### src/rtl/kbd_fifo_68k_pkg.sv
// kbd_pkg: shared definitions for the keyboard event buffer.
//   - register offsets decoded from cpu_a[1]
//   - STATUS register bit positions
//   - FIFO entry width ({pressed, extended, scancode})
//   - bus access tracker state encoding
//   - status_word(): assembles the STATUS read value
package kbd_pkg;

  localparam logic KBD_STATUS = 1'b0;
  localparam logic KBD_DATA   = 1'b1;

  localparam int ST_NE  = 0;
  localparam int ST_OVF = 1;
  localparam int ST_IE  = 2;

  localparam int ENTRY_W = 10;

  typedef enum logic [2:0] {
    ACC_SYNC    = 3'd0,
    ACC_IDLE    = 3'd1,
    ACC_WR_WAIT = 3'd2,
    ACC_POP     = 3'd3,
    ACC_HOLD    = 3'd4
  } acc_state_t;

  function automatic logic [15:0] status_word(input logic ie, input logic ovf, input logic ne);
    logic [15:0] w;
    w         = '0;
    w[ST_IE]  = ie;
    w[ST_OVF] = ovf;
    w[ST_NE]  = ne;
    return w;
  endfunction

endpackage

### src/rtl/kbd_fifo_68k_if.sv
// kbd_fifo_68k_if: CPU-side register bus of the keyboard buffer.
//   sel   chip select (address decoded, cpu_as_n low)
//   rw    1 = read, 0 = write
//   reg_a register select: 0 = STATUS, 1 = DATA
//   lds_n lower data strobe, writes act only when low
//   din   CPU write data
//   dout  read data, 0 when not selected
//   irq   level interrupt request
interface kbd_fifo_68k_if;
  logic        sel;
  logic        rw;
  logic        reg_a;
  logic        lds_n;
  logic [15:0] din;
  logic [15:0] dout;
  logic        irq;

  modport master (output sel, rw, reg_a, lds_n, din, input dout, irq);
  modport slave  (input sel, rw, reg_a, lds_n, din, output dout, irq);
endinterface

### src/rtl/kbd_fifo_68k_sync_fifo.sv
// sync_fifo: single-clock FIFO of 2^DEPTH_BITS entries.
//   clk, reset_n  clock, async active-low reset
//   push_i        write wdata_i (caller must not push when full unless popping)
//   pop_i         drop the head entry (ignored when empty)
//   wdata_i       entry to write
//   rdata_o       current head entry (valid when not empty)
//   full_o        count == 2^DEPTH_BITS
//   empty_o       count == 0
//   count_o       number of stored entries
// Pointers and count are DEPTH_BITS+1 wide; the storage index uses the low
// DEPTH_BITS bits, so the index wraps modulo the depth.
module sync_fifo #(
  parameter int WIDTH      = 10,
  parameter int DEPTH_BITS = 4
) (
  input  logic                  clk,
  input  logic                  reset_n,
  input  logic                  push_i,
  input  logic                  pop_i,
  input  logic [WIDTH-1:0]      wdata_i,
  output logic [WIDTH-1:0]      rdata_o,
  output logic                  full_o,
  output logic                  empty_o,
  output logic [DEPTH_BITS:0]   count_o
);

  localparam int                  DEPTH    = 1 << DEPTH_BITS;
  localparam logic [DEPTH_BITS:0] FULL_CNT = (DEPTH_BITS + 1)'(DEPTH);
  localparam logic [DEPTH_BITS:0] ONE      = (DEPTH_BITS + 1)'(1);

  logic [WIDTH-1:0]    mem_q [DEPTH];
  logic [DEPTH_BITS:0] wr_ptr_q, wr_ptr_d;
  logic [DEPTH_BITS:0] rd_ptr_q, rd_ptr_d;
  logic [DEPTH_BITS:0] count_q, count_d;
  logic                do_push, do_pop;

  assign full_o  = (count_q == FULL_CNT);
  assign empty_o = (count_q == '0);
  assign count_o = count_q;
  assign rdata_o = mem_q[rd_ptr_q[DEPTH_BITS-1:0]];

  // A pop in the same cycle frees the slot, so a push into a full FIFO is
  // accepted when it coincides with a pop.
  assign do_pop  = pop_i & ~empty_o;
  assign do_push = push_i & (~full_o | do_pop);

  always_comb begin
    wr_ptr_d = wr_ptr_q;
    rd_ptr_d = rd_ptr_q;
    count_d  = count_q;
    if (do_push) wr_ptr_d = wr_ptr_q + ONE;
    if (do_pop)  rd_ptr_d = rd_ptr_q + ONE;
    unique case ({do_push, do_pop})
      2'b10:   count_d = count_q + ONE;
      2'b01:   count_d = count_q - ONE;
      default: count_d = count_q;
    endcase
  end

  always_ff @(posedge clk or negedge reset_n) begin
    if (!reset_n) begin
      wr_ptr_q <= '0;
      rd_ptr_q <= '0;
      count_q  <= '0;
    end else begin
      wr_ptr_q <= wr_ptr_d;
      rd_ptr_q <= rd_ptr_d;
      count_q  <= count_d;
    end
  end

  always_ff @(posedge clk) begin
    if (do_push) mem_q[wr_ptr_q[DEPTH_BITS-1:0]] <= wdata_i;
  end

  // Pointer distance must always equal the occupancy counter.
  assert property (@(posedge clk) disable iff (!reset_n) (wr_ptr_q - rd_ptr_q) == count_q);

endmodule

### src/rtl/kbd_fifo_68k.sv
// kbd_fifo_68k: PS/2 keyboard event buffer presented to the fx68k as a
// two-register peripheral (STATUS, DATA) with a level interrupt.
//   clk      CPU clock, the only clock
//   reset_n  async active-low reset
//   ps2_key  [10] toggle strobe, [9] pressed, [8] extended, [7:0] scancode
//   bus      register bus (sel/rw/reg_a/lds_n/din in, dout/irq out)
//
// Bus access tracker:
//   state       | meaning
//   ACC_SYNC    | after reset, wait for sel low before tracking accesses
//   ACC_IDLE    | no access in progress; sel rising starts one
//   ACC_WR_WAIT | write access started, lower data strobe not yet seen
//   ACC_POP     | DATA read of a non-empty FIFO; pop when sel falls
//   ACC_HOLD    | access already handled, wait for sel to fall
module kbd_fifo_68k
  import kbd_pkg::*;
#(
  parameter int c_depth_bits = 4
) (
  input  logic            clk,
  input  logic            reset_n,
  input  logic [10:0]     ps2_key,
  kbd_fifo_68k_if.slave   bus
);

  logic [10:0]          key_q;
  logic                 strobe_prev_q;
  logic                 armed_q;
  logic                 ie_q, ie_d;
  logic                 ovf_q, ovf_d;
  logic                 irq_q;
  acc_state_t           state_q, state_d;

  logic                 push_evt;
  logic                 pop;
  logic                 wr_status;
  logic                 fifo_push;
  logic                 drop;
  logic [ENTRY_W-1:0]   fifo_head;
  logic                 fifo_full, fifo_empty;
  logic [c_depth_bits:0] fifo_count;
  logic [15:0]          dout_d;
  logic                 unused_ok;

  // Input capture register; not reset so that the first cycle after reset
  // already sees the live toggle level and arming cannot fake an event.
  always_ff @(posedge clk) begin
    key_q <= ps2_key;
  end

  assign push_evt  = armed_q & (key_q[10] ^ strobe_prev_q);
  assign fifo_push = push_evt & (~fifo_full | pop);
  assign drop      = push_evt & fifo_full & ~pop;

  sync_fifo #(
    .WIDTH      (ENTRY_W),
    .DEPTH_BITS (c_depth_bits)
  ) u_fifo (
    .clk     (clk),
    .reset_n (reset_n),
    .push_i  (fifo_push),
    .pop_i   (pop),
    .wdata_i (key_q[ENTRY_W-1:0]),
    .rdata_o (fifo_head),
    .full_o  (fifo_full),
    .empty_o (fifo_empty),
    .count_o (fifo_count)
  );

  always_comb begin
    state_d   = state_q;
    pop       = 1'b0;
    wr_status = 1'b0;
    unique case (state_q)
      ACC_SYNC: begin
        if (!bus.sel) state_d = ACC_IDLE;
      end
      ACC_IDLE: begin
        if (bus.sel) begin
          if (bus.rw) begin
            // Empty at access start means no pop, even if an entry lands later.
            if (bus.reg_a == KBD_DATA && !fifo_empty) state_d = ACC_POP;
            else                                       state_d = ACC_HOLD;
          end else if (!bus.lds_n) begin
            wr_status = (bus.reg_a == KBD_STATUS);
            state_d   = ACC_HOLD;
          end else begin
            state_d = ACC_WR_WAIT;
          end
        end
      end
      ACC_WR_WAIT: begin
        if (!bus.sel) begin
          state_d = ACC_IDLE;
        end else if (!bus.rw && !bus.lds_n) begin
          wr_status = (bus.reg_a == KBD_STATUS);
          state_d   = ACC_HOLD;
        end
      end
      ACC_POP: begin
        if (!bus.sel) begin
          pop     = 1'b1;
          state_d = ACC_IDLE;
        end
      end
      ACC_HOLD: begin
        if (!bus.sel) state_d = ACC_IDLE;
      end
      default: state_d = ACC_SYNC;
    endcase
  end

  always_comb begin
    ie_d  = ie_q;
    ovf_d = ovf_q;
    if (wr_status) begin
      ie_d = bus.din[ST_IE];
      if (bus.din[ST_OVF]) ovf_d = 1'b0;
    end
    // A dropped event outranks a clear arriving in the same cycle.
    if (drop) ovf_d = 1'b1;
  end

  always_ff @(posedge clk or negedge reset_n) begin
    if (!reset_n) begin
      strobe_prev_q <= 1'b0;
      armed_q       <= 1'b0;
      ie_q          <= 1'b0;
      ovf_q         <= 1'b0;
      irq_q         <= 1'b0;
      state_q       <= ACC_SYNC;
    end else begin
      strobe_prev_q <= key_q[10];
      armed_q       <= 1'b1;
      ie_q          <= ie_d;
      ovf_q         <= ovf_d;
      irq_q         <= ie_q & ~fifo_empty;
      state_q       <= state_d;
    end
  end

  always_comb begin
    dout_d = '0;
    if (bus.sel && bus.rw) begin
      if (bus.reg_a == KBD_DATA) begin
        if (!fifo_empty) dout_d = {{(16 - ENTRY_W){1'b0}}, fifo_head};
      end else begin
        dout_d = status_word(ie_q, ovf_q, ~fifo_empty);
      end
    end
  end

  assign bus.dout = dout_d;
  assign bus.irq  = irq_q;

  assign unused_ok = ^{fifo_count, bus.din[15:3], bus.din[0]};

endmodule

### src/flat_wrapper.sv
// flat-port wrapper written by rule: the top's interface ports become plain ports
module kbd_fifo_68k_flat import kbd_pkg::*;
#(
  parameter int c_depth_bits = 4
)
  (clk, reset_n, ps2_key, bus_sel, bus_rw, bus_reg_a, bus_lds_n, bus_din, bus_dout, bus_irq);
  kbd_fifo_68k_if bus_i ();
  input  logic clk;
  input  logic reset_n;
  input  logic [10:0] ps2_key;
  input wire logic [$bits(bus_i.sel)-1:0] bus_sel;
  input wire logic [$bits(bus_i.rw)-1:0] bus_rw;
  input wire logic [$bits(bus_i.reg_a)-1:0] bus_reg_a;
  input wire logic [$bits(bus_i.lds_n)-1:0] bus_lds_n;
  input wire logic [$bits(bus_i.din)-1:0] bus_din;
  output wire logic [$bits(bus_i.dout)-1:0] bus_dout;
  output wire logic [$bits(bus_i.irq)-1:0] bus_irq;
  assign bus_i.sel = bus_sel;
  assign bus_i.rw = bus_rw;
  assign bus_i.reg_a = bus_reg_a;
  assign bus_i.lds_n = bus_lds_n;
  assign bus_i.din = bus_din;
  assign bus_dout = bus_i.dout;
  assign bus_irq = bus_i.irq;
  kbd_fifo_68k #(.c_depth_bits(c_depth_bits)) u_core (.clk(clk), .reset_n(reset_n), .ps2_key(ps2_key), .bus(bus_i));
endmodule
### config.mk
export PLATFORM = sky130hd
export DESIGN_NAME = kbd_fifo_68k_flat
export DESIGN_NICKNAME = d
export VERILOG_FILES = /design/src/rtl/kbd_fifo_68k_pkg.sv /design/src/rtl/kbd_fifo_68k_if.sv /design/src/rtl/kbd_fifo_68k_sync_fifo.sv /design/src/rtl/kbd_fifo_68k.sv /design/src/flat_wrapper.sv
export SDC_FILE = /design/constraint.sdc
export NUM_CORES = 1
export LEC_CHECK = 0
export CAP_MARGIN = 20
export CORE_AREA = 2 2 146 148
export CTS_BUF_LIST = sky130_fd_sc_hd__clkbuf_8
export DETAILED_ROUTE_END_ITERATION = 10
export DIE_AREA = 0 0 148 150
export GPL_ROUTABILITY_DRIVEN = 0
export SLEW_MARGIN = 5
export SYNTH_ARGS = -nofsm -noshare
export SYNTH_HDL_FRONTEND = slang
export SYNTH_SLANG_ARGS = --single-unit
### constraint.sdc
create_clock -name clk -period 4.4 [get_ports clk]
set_input_delay 1.32 -clock clk [delete_from_list [all_inputs] [get_ports clk]]
set_output_delay 1.32 -clock clk [all_outputs]
set_load 0.01 [all_outputs]
Yosys cells after proc, flatten, opt, wreduce, memory -nomap -nowiden
Memories as Yosys holds them, arrays and structs flattened.
Cells that the tools add are included.
- bits in registers: 34
- memory bits (writable): 160
- bits of input ports: 33
- word-level logic and storage cells: 78
- memories: 1
- add/sub/neg operators: 4
- equal/unequal tests: 10
- multiplexer cells: 25
- bitwise gates (word level): 14
- reduce and logical (&&, ||, !) cells: 14
- memories (memory ; words ; width ; rd ports ; clocked after Yosys merged registers in ; write ports ; line ; RTL):
    u_core.u_fifo.mem_q ; 16 ; 10 ; 1 ; 0 ; 1 ; kbd_fifo_68k_sync_fifo.sv:31 ; logic [WIDTH-1:0] mem_q [DEPTH];
- operators by type and width (kind ; number):
    $mux 10 ; 3
    $mux 3 ; 7
    $add 5x1->5 const B ; 3
    $mux 1 ; 12
    $pmux 5 s2 ; 1
    $pmux 3 s3 ; 1
    $and 1x1->1 ; 7
    $eq 3x2->1 const B ; 2
    $reduce_bool 2->1 ; 3
    $eq 5x5->1 const B ; 1
    $logic_not 5->1 ; 1
    $sub 5x1->5 const B ; 1
    $ne 2x2->1 const B ; 2
    $not 1->1 ; 4
    $eq 3x1->1 const B ; 1
    $eq 3x3->1 const B ; 1
    $logic_and 1x1->1 ; 3
    $logic_not 1->1 ; 3
    $logic_not 3->1 ; 1
    $ne 3x2->1 const B ; 1
    $reduce_and 3->1 ; 1
    $reduce_or 3->1 ; 1
    $eq 2x1->1 const B ; 1
    $eq 2x2->1 const B ; 1
    4 further kinds ; 5

Depth between registers and ports, before layout
- word-level depth: 7
- gate-level depth with buffers: 12
- mapped depth without buffers: 10

Modules after synthesis
Synthesis repeated with hierarchy kept, for this count alone.
- cells, all modules: 410
- area, all modules: 7785.0 µm²
- by module, submodules not included (module ; times used ; cells an instance ; area each (µm²) ; seq. area each (µm²)):
    sync_fifo ; 1 ; 336 ; 6993.0 ; 5129.9
    kbd_fifo_68k ; 1 ; 74 ; 792.0 ; 420.4

Least setup slack after synthesis
No wires, ideal clock.
- kind: input -> register
- from: in bus_sel
- to: reg u_core.u_fifo.count_q[4], in the netlist u_core.u_fifo.count_o[4]
- setup time: 0.125 ns
- arrival time: 3.435 ns
- setup slack: 0.840 ns
- cell stages on the path: 11
- cell sequence: nand4bb_4 > a311oi_4 > inv_1 > ha_1 > clkbuf_1 > xor2_1 > ha_1 > o211a_1 > o31ai_1 > a31oi_1 > xnor2_1
- cells in the longest elaborated chain, start to end: 7
- elaborated cells between the ends (all ways): 11
- ends and longest elaborated chain (element ; line ; RTL):
    start, declared ; flat_wrapper.sv:11 ; input wire logic [$bits(bus_i.sel)-1:0] bus_sel;
    $mux 1 * ; kbd_fifo_68k.sv:101 ; if (!bus.sel) begin
    $mux 1 * ; kbd_fifo_68k.sv:74 ; unique case (state_q)
    $or 1x1->1 or $and 1x1->1 (tied branches) ; kbd_fifo_68k.sv:52, kbd_fifo_68k_sync_fifo.sv:44 ;
    $and 1x1->1 or $or 1x1->1 (tied branches) ; kbd_fifo_68k.sv:52, kbd_fifo_68k_sync_fifo.sv:45 ;
    $and 1x1->1 ; kbd_fifo_68k_sync_fifo.sv:45 ; assign do_push = push_i & (~full_o | do_pop);
    $eq 2x1->1 or $eq 2x2->1 (tied branches) ; kbd_fifo_68k_sync_fifo.sv:53 ; unique case ({do_push, do_pop})
    $pmux 5 s2 or $reduce_bool 2->1 (tied branches) ; - ;
    end signal, assigned ; kbd_fifo_68k_sync_fifo.sv:68 ; count_q <= count_d;
    end, declared ; kbd_fifo_68k_sync_fifo.sv:34 ; logic [DEPTH_BITS:0] count_q, count_d;
Mark *: on every way between the ends. The rest lies on a longest branch, timed or not.
A chain may end at the register's enable or synchronous reset.

Worst setup path after layout
- from: in bus_sel
- to: out bus_dout[2]
- cells in the longest elaborated chain, start to end: 2
- ends and longest elaborated chain (element ; line ; RTL):
    $logic_and 1x1->1 ; kbd_fifo_68k.sv:144 ; if (bus.sel && bus.rw) begin
    $mux 10 ; kbd_fifo_68k.sv:144 ;
    end, declared ; flat_wrapper.sv:16 ; output wire logic [$bits(bus_i.dout)-1:0] bus_dout;
No other way between the ends.

==> impl_metrics.env <==
export IMPL_preCtsSetupSlack_ns=-0.186
export IMPL_antenna_found_initial=0
export IMPL_status="finished clean"
export IMPL_synth_seq_area_share_pct=72.2
export IMPL_fin_crit_ns=4.32
export IMPL_critPathLaunchType="input port"
export IMPL_synth_most_common_cell="edfxtp_1"
export IMPL_clock_fmax_mhz=231
export IMPL_cts_path_max_buffers=2
export IMPL_dieHeight_um=150
export IMPL_synth_area_mm2=0.00769
export IMPL_worstHoldPathType="reg2reg"
export IMPL_critPathCaptureType="primary output"
export IMPL_ys_ff_latch=192
export IMPL_yosys_area_share_simple_pct=3.89
export IMPL_ir_worst_vdd_mv=0.294
export IMPL_synthFlopType="edfxtp_1"
export IMPL_start_util_pct=37.2
export IMPL_fin_skew_ns=0.0254
export IMPL_cap_violations=0
export IMPL_r2r_slack_ns=1.60
export IMPL_avgRoutedWirePerCell_um=19.6
export IMPL_relSlewSlack_pct=54.2
export IMPL_synth_compound_area_share_pct=4.10
export IMPL_ys_types=48
export IMPL_cts_htree_levels=4
export IMPL_p_leak_nw=3.04
export IMPL_die_area_mm2=0.0222
export IMPL_grt_pass1_vias=4017
export IMPL_cts_buffers=17
export IMPL_diodes=0
export IMPL_syn_area_per_cell_um2=18.5
export IMPL_crit_required_ns=3.08
export IMPL_ioPinCount=50
export IMPL_first_pass_iters=4
export IMPL_arrival_ns=3.00
export IMPL_setup_slack_ns=0.0772
export IMPL_grt_use_total_pct=14.3
export IMPL_hold_viol_final=0
export IMPL_synth_top_area_share_pct=62.5
export IMPL_worst_pin_slew_ns=0.687
export IMPL_wl_um=15100
export IMPL_power_w=0.00466
export IMPL_grt_first_pass_wirelength_um=23300
export IMPL_drc_errors=0
export IMPL_grt_max_degree=23
export IMPL_drive_gt1_share_pct=24.1
export IMPL_clk_pin_slew_ns=0.11
export IMPL_cts_hold_buffers=0
export IMPL_postRouteAntennaNets=0
export IMPL_post_route_period_util_pct=98.2
export IMPL_r2r_cells=10
export IMPL_via_count=3831
export IMPL_synthTopCellsByArea="edfxtp_1 (62%), mux4_2 (11%), dfrtp_1 (6.8%)"
export IMPL_yosys_area_share_xor_xnor_pct=1.48
export IMPL_synth_top_family_by_area="multiplexers"
export IMPL_ys_warn_count=0
export IMPL_finalNetCount=523
export IMPL_area_delta_synth_final_pct=16.5
export IMPL_vias_per_cell=4.98
export IMPL_grt_overflow_total=0
export IMPL_clock_latency_ns=0.48
export IMPL_slew_violations=0
export IMPL_die_w_um=148
export IMPL_hpwlAfterDp_um=10300
export IMPL_clkSinkCount=192
export IMPL_core_area_mm2=0.0207
export IMPL_power_density_mw_per_mm2=520
export IMPL_setup_viol_count_final=0
export IMPL_synth_fa_ha_area_share_pct=1.46
export IMPL_syn_inst=415
export IMPL_rsz0062_at_grt="false"
export IMPL_rows=53
export IMPL_synthTopCellsByCount="edfxtp_1 (160), mux4_2 (37), mux2i_1 (24)"
export IMPL_muxShareOfSynthArea_pct=14.4
export IMPL_synth_edf_count=160
export IMPL_cts_tree="done"
export IMPL_dr_first_iter_drc_count=366
export IMPL_critical_path_class="in2out"
export IMPL_async_reset_ff_share_pct=10.9
export IMPL_cts_root_buf="clkbuf_8"
export IMPL_synth_top_cell_by_area="edfxtp_1"
export IMPL_worstPathMaxFanout=9
export IMPL_io_buffers=29
export IMPL_min_path_cells=0
-- where the power goes --
| group | total (W) | switching, W | internal [W] |
|---|---|---|---|
| Clock | 0.00118 | 0.000733 | 0.000452 |
| Sequential | 0.00234 | 0.000221 | 0.00212 |
| Combinational | 0.00113 | 0.000510 | 0.000619 |
| Total | 0.00466 | 0.00146 | 0.00319 |
-- cell type report --
| type | count | area (um^2) |
|---|---|---|
| Tap cell | 275 | 344 |
| Inverter | 9 | 33.8 |
| Clock buffer | 17 | 234 |
| Sequential cell | 192 | 5550 |
| Multi-Input combinational cell | 191 | 1980 |
| Clock inverter | 15 | 204 |
| Fill cell | 1826 | 11700 |
| Timing Repair Buffer | 70 | 607 |
-- layout by cell type, fill, tap and decap left out, drive strengths merged, types with 4 or more instances in the layout --
master and count:
xor2 4, nand4 4, nor3 5, dfxtp 11, nor2 18, a21oi 8
conb 7, nor2b 4, mux4 37, xnor2 9, edfxtp 160, clkdlybuf4s50 20
dfrtp 21, clkinv 7, clkbuf 17, buf 41, mux2i 24, ha 9
o21ai 10, o22ai 7, nand2 9, dlygate4sd2 9, nand2b 4, inv 17
-- stage by stage --
stage | std cells | TNS (ns) | hold slack (ns) | utilization [%] | area [um^2]
floorplan | 420 | 0 | 0.345 | - | 7710
global placement | 736 | -1.26 | 0.353 | 41.1 | 8510
detailed placement | 736 | -1.13 | 0.358 | 41.1 | 8510
CTS | 768 | 0 | 0.362 | 43.2 | 8940
global route | 769 | 0 | 0.371 | 43.3 | 8960
finish | 769 | 0 | 0.359 | 43.3 | 8960
-- repair_timing --
item | in CTS | in global routing
gates resized for setup | 10 | 1
endpoints found under the setup margin | 9 | 1
hold endpoints to repair | 0 | 0
setup buffers | 0 | 0
-- sequential cells by signal, indices dropped and copies added (netlist names) --
register / cells
u_core.armed_q: 1
u_core.bus.irq: 1
u_core.ie_q: 1
u_core.key_q: 11
u_core.ovf_q: 1
u_core.state_q: 3
u_core.strobe_prev_q: 1
u_core.u_fifo.count_o: 5
u_core.u_fifo.mem_q: 160
u_core.u_fifo.rd_ptr_q: 4
u_core.u_fifo.wr_ptr_q: 4
-- path summary, 6_finish.rpt --
check                                                     start                                    end
max in group asynchronous                               reset_n  u_core.u_fifo.rd_ptr_q[0]$_DFFE_PN0P_
max                                                     bus_sel                            bus_dout[2]
max reg2reg                u_core.u_fifo.count_o[1]$_DFFE_PN0P_   u_core.u_fifo.count_o[4]$_DFFE_PN0P_
min                                    u_core.key_q[10]$_DFF_P_         u_core.strobe_prev_q$_DFF_PN0_
min in group asynchronous                               reset_n   u_core.u_fifo.count_o[2]$_DFFE_PN0P_
min reg2reg                            u_core.key_q[10]$_DFF_P_         u_core.strobe_prev_q$_DFF_PN0_
-- critical path, stage by stage --
cell             delay [ns]
clkdlybuf4s50_1        0.48
nand2_1                0.08
a2111o_1               0.38
buf_4                  0.19
a2bb2oi_1              0.15
o21ai_0                0.10
dlygate4sd2_1          0.30
-- layer usage --
layer | track usage, % | wire [um] | part of all wire [%] | vias to the layer above
li1 | - | - | - | 1756
met1 | 19.0 | 6470 | 43 | 1951
met2 | 23.4 | 7480 | 50 | 111
met3 | 3.60 | 1010 | 6.7 | 13
met4 | 4.38 | 135 | 0.89 | 0
met5 | 0 | 0 | 0 | -
-- kinds of logic after synthesis --
logic type | count (synthesis)
buffers and inverters | 37
multiplexers | 64
other | 2
AND/OR/NAND/NOR | 53
XOR/XNOR | 13
adder cells (fa/ha/maj) | 9
AO/OA/AOI/OAI | 45
flip-flops | 192
(Power assumes the default switching activity.)
